### src/rtl/mips_multicycle_core.sv
`default_nettype none
// ============================================================================
// Module   : mips_multicycle_core
// Brief    : Multicycle MIPS-subset core with req/ready instruction/data ports
// Revision : 1.0  initial release
// ============================================================================
module mips_multicycle_core #(
    parameter int                XLEN     = 32,
    parameter logic [XLEN-1:0]   RESET_PC = '0,
    parameter int                NUM_REGS = 32
) (
    input  logic              i_clk,
    input  logic              i_arst,
    output logic              o_imem_req,
    output logic [XLEN-1:0]   o_imem_addr,
    input  logic              i_imem_ready,
    input  logic [31:0]       i_imem_data,
    output logic              o_dmem_req,
    output logic              o_dmem_we,
    output logic [XLEN-1:0]   o_dmem_addr,
    output logic [XLEN-1:0]   o_dmem_wdata,
    input  logic              i_dmem_ready,
    input  logic [XLEN-1:0]   i_dmem_rdata,
    output logic [31:0]       o_instruction,
    output logic [XLEN-1:0]   o_cur_pc,
    output logic [XLEN-1:0]   o_next_pc,
    output logic              o_retire,
    output logic              o_halt
);

    localparam int RW = $clog2(NUM_REGS);

    localparam logic [2:0] c_st_fetch  = 3'd0;
    localparam logic [2:0] c_st_decode = 3'd1;
    localparam logic [2:0] c_st_exec   = 3'd2;
    localparam logic [2:0] c_st_mem    = 3'd3;
    localparam logic [2:0] c_st_wb     = 3'd4;
    localparam logic [2:0] c_st_halt   = 3'd5;

    localparam logic [5:0] c_op_rtype = 6'h00;
    localparam logic [5:0] c_op_j     = 6'h02;
    localparam logic [5:0] c_op_beq   = 6'h04;
    localparam logic [5:0] c_op_bne   = 6'h05;
    localparam logic [5:0] c_op_addi  = 6'h08;
    localparam logic [5:0] c_op_lw    = 6'h23;
    localparam logic [5:0] c_op_sw    = 6'h2B;

    localparam logic [5:0] c_fn_add = 6'h20;
    localparam logic [5:0] c_fn_sub = 6'h22;
    localparam logic [5:0] c_fn_and = 6'h24;
    localparam logic [5:0] c_fn_or  = 6'h25;
    localparam logic [5:0] c_fn_slt = 6'h2A;

    localparam logic [XLEN-1:0] c_four = XLEN'(4);

    logic [2:0]      r_state;
    logic [2:0]      w_state_next;
    logic [XLEN-1:0] r_pc;
    logic [31:0]     r_ir;
    logic [XLEN-1:0] r_a;
    logic [XLEN-1:0] r_b;
    logic [XLEN-1:0] r_alu;
    logic [XLEN-1:0] r_mdr;
    logic [XLEN-1:0] r_regs [NUM_REGS];

    logic [5:0]      w_op;
    logic [5:0]      w_funct;
    logic [RW-1:0]   w_rs;
    logic [RW-1:0]   w_rt;
    logic [RW-1:0]   w_rd;
    logic [XLEN-1:0] w_imm;
    logic [XLEN-1:0] w_pc_plus4;
    logic [XLEN-1:0] w_br_target;
    logic [XLEN-1:0] w_j_target;
    logic [XLEN-1:0] w_alu;
    logic            w_is_r;
    logic            w_is_j;
    logic            w_is_beq;
    logic            w_is_bne;
    logic            w_is_addi;
    logic            w_is_lw;
    logic            w_is_sw;
    logic            w_r_ok;
    logic            w_legal;
    logic            w_taken;
    logic            w_rf_we;
    logic [RW-1:0]   w_rf_waddr;
    logic [XLEN-1:0] w_rf_wdata;

    assign w_op      = r_ir[31:26];
    assign w_funct   = r_ir[5:0];
    assign w_rs      = r_ir[21 +: RW];
    assign w_rt      = r_ir[16 +: RW];
    assign w_rd      = r_ir[11 +: RW];
    assign w_imm     = {{(XLEN-16){r_ir[15]}}, r_ir[15:0]};

    assign w_is_r    = (w_op == c_op_rtype);
    assign w_is_j    = (w_op == c_op_j);
    assign w_is_beq  = (w_op == c_op_beq);
    assign w_is_bne  = (w_op == c_op_bne);
    assign w_is_addi = (w_op == c_op_addi);
    assign w_is_lw   = (w_op == c_op_lw);
    assign w_is_sw   = (w_op == c_op_sw);
    assign w_r_ok    = (w_funct == c_fn_add) || (w_funct == c_fn_sub) || (w_funct == c_fn_and) ||
                       (w_funct == c_fn_or)  || (w_funct == c_fn_slt);
    assign w_legal   = (w_is_r && w_r_ok) || w_is_j || w_is_beq || w_is_bne ||
                       w_is_addi || w_is_lw || w_is_sw;

    assign w_pc_plus4  = r_pc + c_four;
    assign w_br_target = w_pc_plus4 + (w_imm << 2);
    assign w_j_target  = {w_pc_plus4[XLEN-1:28], r_ir[25:0], 2'b00};
    assign w_taken     = (w_is_beq && (r_a == r_b)) || (w_is_bne && (r_a != r_b));

    // Non-R-type users of the ALU (addi, lw, sw) all need base + sign-extended offset.
    always_comb begin
        w_alu = r_a + w_imm;
        if (w_is_r) begin
            case (w_funct)
                c_fn_sub: w_alu = r_a - r_b;
                c_fn_and: w_alu = r_a & r_b;
                c_fn_or:  w_alu = r_a | r_b;
                c_fn_slt: w_alu = {{(XLEN-1){1'b0}}, ($signed(r_a) < $signed(r_b))};
                default:  w_alu = r_a + r_b;
            endcase
        end
    end

    always_ff @(posedge i_clk or posedge i_arst) begin
        if (i_arst) begin
            r_state <= c_st_fetch;
        end else begin
            r_state <= w_state_next;
        end
    end

    always_comb begin
        w_state_next = r_state;
        case (r_state)
            c_st_fetch:  if (i_imem_ready) w_state_next = c_st_decode;
            c_st_decode: w_state_next = w_legal ? c_st_exec : c_st_halt;
            c_st_exec: begin
                if (w_is_r || w_is_addi)    w_state_next = c_st_wb;
                else if (w_is_lw || w_is_sw) w_state_next = c_st_mem;
                else                         w_state_next = c_st_fetch;
            end
            c_st_mem:    if (i_dmem_ready) w_state_next = w_is_lw ? c_st_wb : c_st_fetch;
            c_st_wb:     w_state_next = c_st_fetch;
            c_st_halt:   w_state_next = c_st_halt;
            default:     w_state_next = c_st_halt;
        endcase
    end

    // Reset lands the state in FETCH, so the fetch request is masked while reset is held.
    always_comb begin
        o_imem_req = 1'b0;
        o_dmem_req = 1'b0;
        o_retire   = 1'b0;
        o_halt     = 1'b0;
        o_next_pc  = w_pc_plus4;
        w_rf_we    = 1'b0;
        w_rf_waddr = w_is_r ? w_rd : w_rt;
        w_rf_wdata = w_is_lw ? r_mdr : r_alu;
        case (r_state)
            c_st_fetch: o_imem_req = ~i_arst;
            c_st_exec: begin
                if (w_is_j) begin
                    o_retire  = 1'b1;
                    o_next_pc = w_j_target;
                end else if (w_is_beq || w_is_bne) begin
                    o_retire = 1'b1;
                    if (w_taken) o_next_pc = w_br_target;
                end
            end
            c_st_mem: begin
                o_dmem_req = 1'b1;
                o_retire   = i_dmem_ready && w_is_sw;
            end
            c_st_wb: begin
                o_retire = 1'b1;
                w_rf_we  = 1'b1;
            end
            c_st_halt: o_halt = 1'b1;
            default: ;
        endcase
    end

    always_ff @(posedge i_clk or posedge i_arst) begin
        if (i_arst) begin
            r_pc  <= RESET_PC;
            r_ir  <= '0;
            r_a   <= '0;
            r_b   <= '0;
            r_alu <= '0;
            r_mdr <= '0;
            for (int i = 0; i < NUM_REGS; i++) begin
                r_regs[i] <= '0;
            end
        end else begin
            if (r_state == c_st_fetch && i_imem_ready) r_ir <= i_imem_data;
            if (r_state == c_st_decode) begin
                r_a <= (w_rs == '0) ? '0 : r_regs[w_rs];
                r_b <= (w_rt == '0) ? '0 : r_regs[w_rt];
            end
            if (r_state == c_st_exec) r_alu <= w_alu;
            if (r_state == c_st_mem && i_dmem_ready && w_is_lw) r_mdr <= i_dmem_rdata;
            if (o_retire) r_pc <= o_next_pc;
            if (w_rf_we && (w_rf_waddr != '0)) r_regs[w_rf_waddr] <= w_rf_wdata;
        end
    end

    assign o_imem_addr   = r_pc;
    assign o_dmem_we     = w_is_sw;
    assign o_dmem_addr   = r_alu;
    assign o_dmem_wdata  = r_b;
    assign o_instruction = r_ir;
    assign o_cur_pc      = r_pc;

endmodule
`default_nettype wire

### config.mk
export PLATFORM = sky130hd
export DESIGN_NAME = mips_multicycle_core
export DESIGN_NICKNAME = d
export VERILOG_FILES = /design/src/rtl/mips_multicycle_core.sv
export SDC_FILE = /design/constraint.sdc
export NUM_CORES = 2
export LEC_CHECK = 0
export CAP_MARGIN = 15
export CORE_ASPECT_RATIO = 1.1
export CORE_UTILIZATION = 55
export DETAILED_ROUTE_END_ITERATION = 6
export PLACE_DENSITY = 0.76
export SETUP_SLACK_MARGIN = 0.5
export SLEW_MARGIN = 20
export SYNTH_ARGS = -nofsm -noshare
export SYNTH_HDL_FRONTEND = slang
export SYNTH_SLANG_ARGS = --single-unit
### constraint.sdc
create_clock -name i_clk -period 41.7 [get_ports i_clk]
set_input_delay 8.34 -clock i_clk [delete_from_list [all_inputs] [get_ports i_clk]]
set_output_delay 8.34 -clock i_clk [all_outputs]
set_load 0.03 [all_outputs]
# Word level (Yosys, flattened, before mapping)

Cells that the tools add are included.

Register bits: 1219
Input bits: 68

Add/subtract/negate cells: 5
Magnitude comparators: 5
Equal/unequal tests: 20
Mux-type cells: 33
Bitwise operators: 6
Reductions and logical operators: 29

Operator list:

| operator                                                 | count |
|---|---|
| bitwise mux 1024 bit                                     | 1 |
| two-way mux 32 bit                                       | 13 |
| binary-select mux 32 bit (select 5 bit)                  | 2 |
| demux 32 bit (select 5 bit)                              | 1 |
| one-hot mux 32 bit (4 select lines)                      | 1 |
| adder 32 bit                                             | 3 |
| equality test 6 bit, second input constant               | 7 |
| adder 32 x 3 -> 32 bit, second input constant            | 1 |
| bitwise AND 32 bit                                       | 1 |
| equality test 32 bit                                     | 1 |
| less-than comparator 32 bit                              | 1 |
| inequality test 32 bit                                   | 1 |
| OR 32 bit                                                | 1 |
| subtractor 32 bit                                        | 1 |
| greater-or-equal comparator 6 bit, second input constant | 3 |
| NOT 5 -> 6 bit                                           | 3 |
| two-way mux 3 bit                                        | 5 |
| one-hot mux 3 bit (5 select lines)                       | 1 |
| logical OR 1 bit                                         | 14 |
| equality test 6 x 3 -> 1 bit, second input constant      | 2 |
| logical NOT 5 bit                                        | 2 |
| logical AND 1 bit                                        | 9 |
| equality test 3 x 2 -> 1 bit, second input constant      | 2 |
| equality test 3 bit, second input constant               | 2 |
| 14 further kinds                                         | 20 |

# Longest topological paths before layout

Depth after elaboration: 14
Depth in mapped cells: 16

# Least setup slack after synthesis

OpenSTA, ideal clock, no wires.

Path kind: input to output
Start: in i_arst
End: out o_imem_req
Data arrival time: 9.241 ns
Data required time: 33.360 ns
Path slack: 24.119 ns
Stages: 1
Buffers on the path: 0
Path through: nor4_1

Word-level cells in the longest chain between the ends: 2

Ends and longest elaborated chain:

| what              | RTL line | source |
|---|---|---|
| from (decl)       | 13       | `input logic i_arst,` |
| NOT 1 bit         | 164      | `c_st_fetch: o_imem_req = ~i_arst;` |
| two-way mux 1 bit | 163      | `case (r_state)` |
| to (decl)         | 14       | `output logic o_imem_req,` |

No other way between the ends.

# Worst setup path after layout

Start: in i_dmem_ready
End: out o_retire

Word-level cells in the longest chain between the ends: 2

Ends and longest elaborated chain:

| what                               | RTL line | source |
|---|---|---|
| from (decl)                        | 22       | `input logic i_dmem_ready,` |
| logical AND 1 bit                  | 176      | `o_retire = i_dmem_ready && w_is_sw;` |
| one-hot mux 1 bit (3 select lines) | 163      |  |
| to (decl)                          | 27       | `output logic o_retire,` |

No other way between the ends.

==> impl_metrics.csv <==
group,metric,value,unit
drt,postRouteWirelength,225.7,mm
logic_synthesis,synthSimpleGateAreaFrac,0.09921,
setup_path,cp_max_fo,36,
logic_synthesis,synthesis.instances,6472,
flow_run,max-cap-violations,0,
setup_path,timing.critical_path.required,33360,ps
drt,postRouteAntennaNets,0,
drt,drc_errors,1,
power,cellLeakagePower,31.91,nW
logic_synthesis,ys_seq_elements,1219,
setup_path,endpoint_kind,"output port",
drt,route.vias.total,55490,
logic_synthesis,synth.distinct_cells,77,
global_routing,grt_pass1_wl,336.9,mm
floorplan,floorplan.io_pins,265,
setup_path,timing.critical_path.arrival,10530,ps
logic_synthesis,synth_compound_area_frac,0.1497,
cts,clock_insertion_delay_worst_skew,770,ps
layout,ff_latch_area,30540,sq um
logic_synthesis,yosys-mux-area-fraction,0.2196,
floorplan,full_die_area,125700,sq um
drt,via_per_inst,6.846,
drt,wl_per_cell,27.84,um
logic_synthesis,synthXorXnorAreaFrac,0.01141,
place,dp_hpwl,135.9,mm
global_routing,grt-ovfl-total,0,
status,outcome,"finished, violations left",
setup_path,timing.critical_path.from_type,"input port",
drt,dr.pass1.iters,7,
drt,drt_iter0_markers,7252,
layout,n_fill_cell,9441,
global_routing,antenna_found_initial,10,
sta,clock_skew,39.78,ps
logic_synthesis,synth_adder_area_share,0.03120,
cts,htree_num_levels,3,
layout,final_core_util,0.6188,
power,total_power,4.801,mW
power,irDropWorstVdd,0.00004559,V
sta,clock.fmax,52.98,MHz
floorplan,die_height,371.7,um
floorplan,floorplan.rows,135,
layout,multi_input_area,35310,sq um
place,gp_congestion,0.9824,
sta,final_max_slew_viol_count,0,
logic_synthesis,synth_seq_area_share,0.4463,
setup_path,critPathKind,"input port to output port",
cts,cts_resized,0,
floorplan,width_of_the_die,338.1,um
sta,final_min_period_over_clock_period,0.4526,
layout,final_nets,6597,
global_routing,gr-usage-all-layers,0.3606,
logic_synthesis,dominant_combinational_cell_family_by_area_after_synthesis,"multiplexers",
cts,number_of_hold_repair_buffers_added_at_the_cts_stage,0,
logic_synthesis,synth-edff-count,0,
layout,mostFrequentLayoutCell,"sky130_fd_sc_hd__dfrtp_1",
cts,clock_sinks,1219,
cts,clk_pin_slew,60,ps
logic_synthesis,yosys_most_used_dff,"sky130_fd_sc_hd__dfrtp_1",
logic_synthesis,postSynth.asyncResetShare,1.000,
cts,cts_tree,"built",
logic_synthesis,synthesis.area_per_instance,10.56,sq um
sta,finalWorstPathRequiredPeriod,18870,ps
worst_hold_path,type_of_the_most_critical_hold_path,"flop to flop",
logic_synthesis,postSynthNetCount,6708,
logic_synthesis,mappedNetlistArea,68340,sq um
cts,cts_buffers,117,
layout,area_growth,11.49,%
global_routing,grt_max_degree,189,
global_routing,via_count_of_the_first_global_routing_pass,53810,
place,place.port_buffers,264,
layout,highest_count_cells_in_the_layout_ignoring_fill_and_taps,"sky130_fd_sc_hd__dfrtp_1, sky130_fd_sc_hd__a21oi_1, sky130_fd_sc_hd__nor2_1, sky130_fd_sc_hd__nand2_1, sky130_fd_sc_hd__o21ai_0",
floorplan,core,123100,sq um
layout,layout-drive-gt1-share,0.1706,
sta,timing.slew.headroom,0.1638,
sta,hold_viol,0,
sta,setup_viol_count_final,0,
sta,tightestPinTransition,1219,ps
sta,timing.setup.tns,0,ps
status,failing_checks,"design-rule violations",
floorplan,initial_utilization,0.5550,
sta,grt_setup_unrepaired,"no",
cts,clockBufferDepth,3,
cts,cts_root_buffer,"sky130_fd_sc_hd__clkbuf_16",
cts,post-cts-setup-buffers,0,
power,power_density,63.01,nW/um^2
logic_synthesis,synthesis.yosys.warnings,0,
[metal layers]
layer  wire [um]  vias up  GRT usage
li1            -    23320          -
met1       80060    27730     0.4613
met2      103300     3621     0.5565
met3       28260      819    0.09726
met4       14070        8     0.2045
met5          52        -          0
[worst max-delay path, cell delays in order]
cell	delay (ps)
sky130_fd_sc_hd__clkdlybuf4s50_1	500
sky130_fd_sc_hd__nand3_1	150
sky130_fd_sc_hd__nand3_2	680
sky130_fd_sc_hd__clkdlybuf4s50_1	830
[registers in the layout, summed over array words and instances (netlist names)]
name	flops
o_dmem_addr	32
r_a	32
o_instruction	32
o_cur_pc	32
r_regs	1024
o_dmem_wdata	32
r_state	3
r_mdr	32
[cell type report]
class | count | share of cell area
repair buffers | 388 | 0.04902
multi-input cells | 4513 | 0.4634
well taps | 1644 | 0.02700
clock inverters | 57 | 0.01010
inverters | 122 | 0.006092
flip-flops and latches | 1219 | 0.4008
clock buffers | 159 | 0.04353
diodes | 4 | 0.0001314
[stage by stage]
stage	hold slack [ps]	area, sq um	std cells	setup slack, ps
2_1_floorplan	441.3	68350	6472	16520
3_3_place_gp	376.3	72070	7885	22860
3_5_place_dp	383.3	72070	7885	22830
4_1_cts	398.0	76160	8101	22830
5_1_grt	409.1	76190	8103	22680
6_report	397.2	76200	8106	22830
[cell usage after synthesis (31+ instances only)]
library cell	instances	area, sq um
sky130_fd_sc_hd__a21o_1	39	292.8
sky130_fd_sc_hd__a21oi_1	701	3508
sky130_fd_sc_hd__a221oi_1	31	271.5
sky130_fd_sc_hd__a31oi_1	36	225.2
sky130_fd_sc_hd__buf_1	84	315.3
sky130_fd_sc_hd__buf_4	32	240.2
sky130_fd_sc_hd__clkbuf_1	493	1851
sky130_fd_sc_hd__dfrtp_1	1219	30500
sky130_fd_sc_hd__ha_1	164	2052
sky130_fd_sc_hd__inv_1	122	457.9
sky130_fd_sc_hd__mux2_2	127	1430
sky130_fd_sc_hd__mux2i_1	146	1461
sky130_fd_sc_hd__mux4_2	538	12120
sky130_fd_sc_hd__nand2_1	686	2575
sky130_fd_sc_hd__nand3_1	38	190.2
sky130_fd_sc_hd__nor2_1	715	2684
sky130_fd_sc_hd__nor2b_1	39	244.0
sky130_fd_sc_hd__nor3_1	43	215.2
sky130_fd_sc_hd__o21ai_0	618	3093
sky130_fd_sc_hd__o22ai_1	114	713.2
sky130_fd_sc_hd__o32ai_1	31	271.5
sky130_fd_sc_hd__xnor2_1	59	516.8
[kinds of logic (layout without fill, tap and decap cells)]
logic type	after synthesis	in the layout
buffers and inverters	740	726
AO/OA/AOI/OAI	1796	1796
AND/OR/NAND/NOR	1649	1649
multiplexers	811	811
other	0	4
flip-flops	1219	1219
adder cells (fa/ha/maj)	168	168
XOR/XNOR	89	89
[final timing paths]
kind | startpoint | endpoint | slack (ps) | depth (start not counted)
worst max-delay path | i_dmem_ready | o_retire | 22830 | 4
worst min-delay path | r_regs[1002] | r_regs[1002] | 400 | 0
worst max register to register | o_instruction[16] | o_dmem_wdata[24] | 36290 | 7
worst min register to register | r_regs[1002] | r_regs[1002] | 400 | 0
max in group asynchronous | i_arst | o_dmem_addr[18] | 29110 | 7
min in group asynchronous | i_arst | r_mdr[4] | 7910 | 2
[report_power, final]
part	internal [mW]	switching [mW]	total (mW)
clock	0.651	0.496	1.15
combinational	0.797	1.26	2.06
sequential	1.37	0.227	1.59
Power figures use the tool's default switching activity.
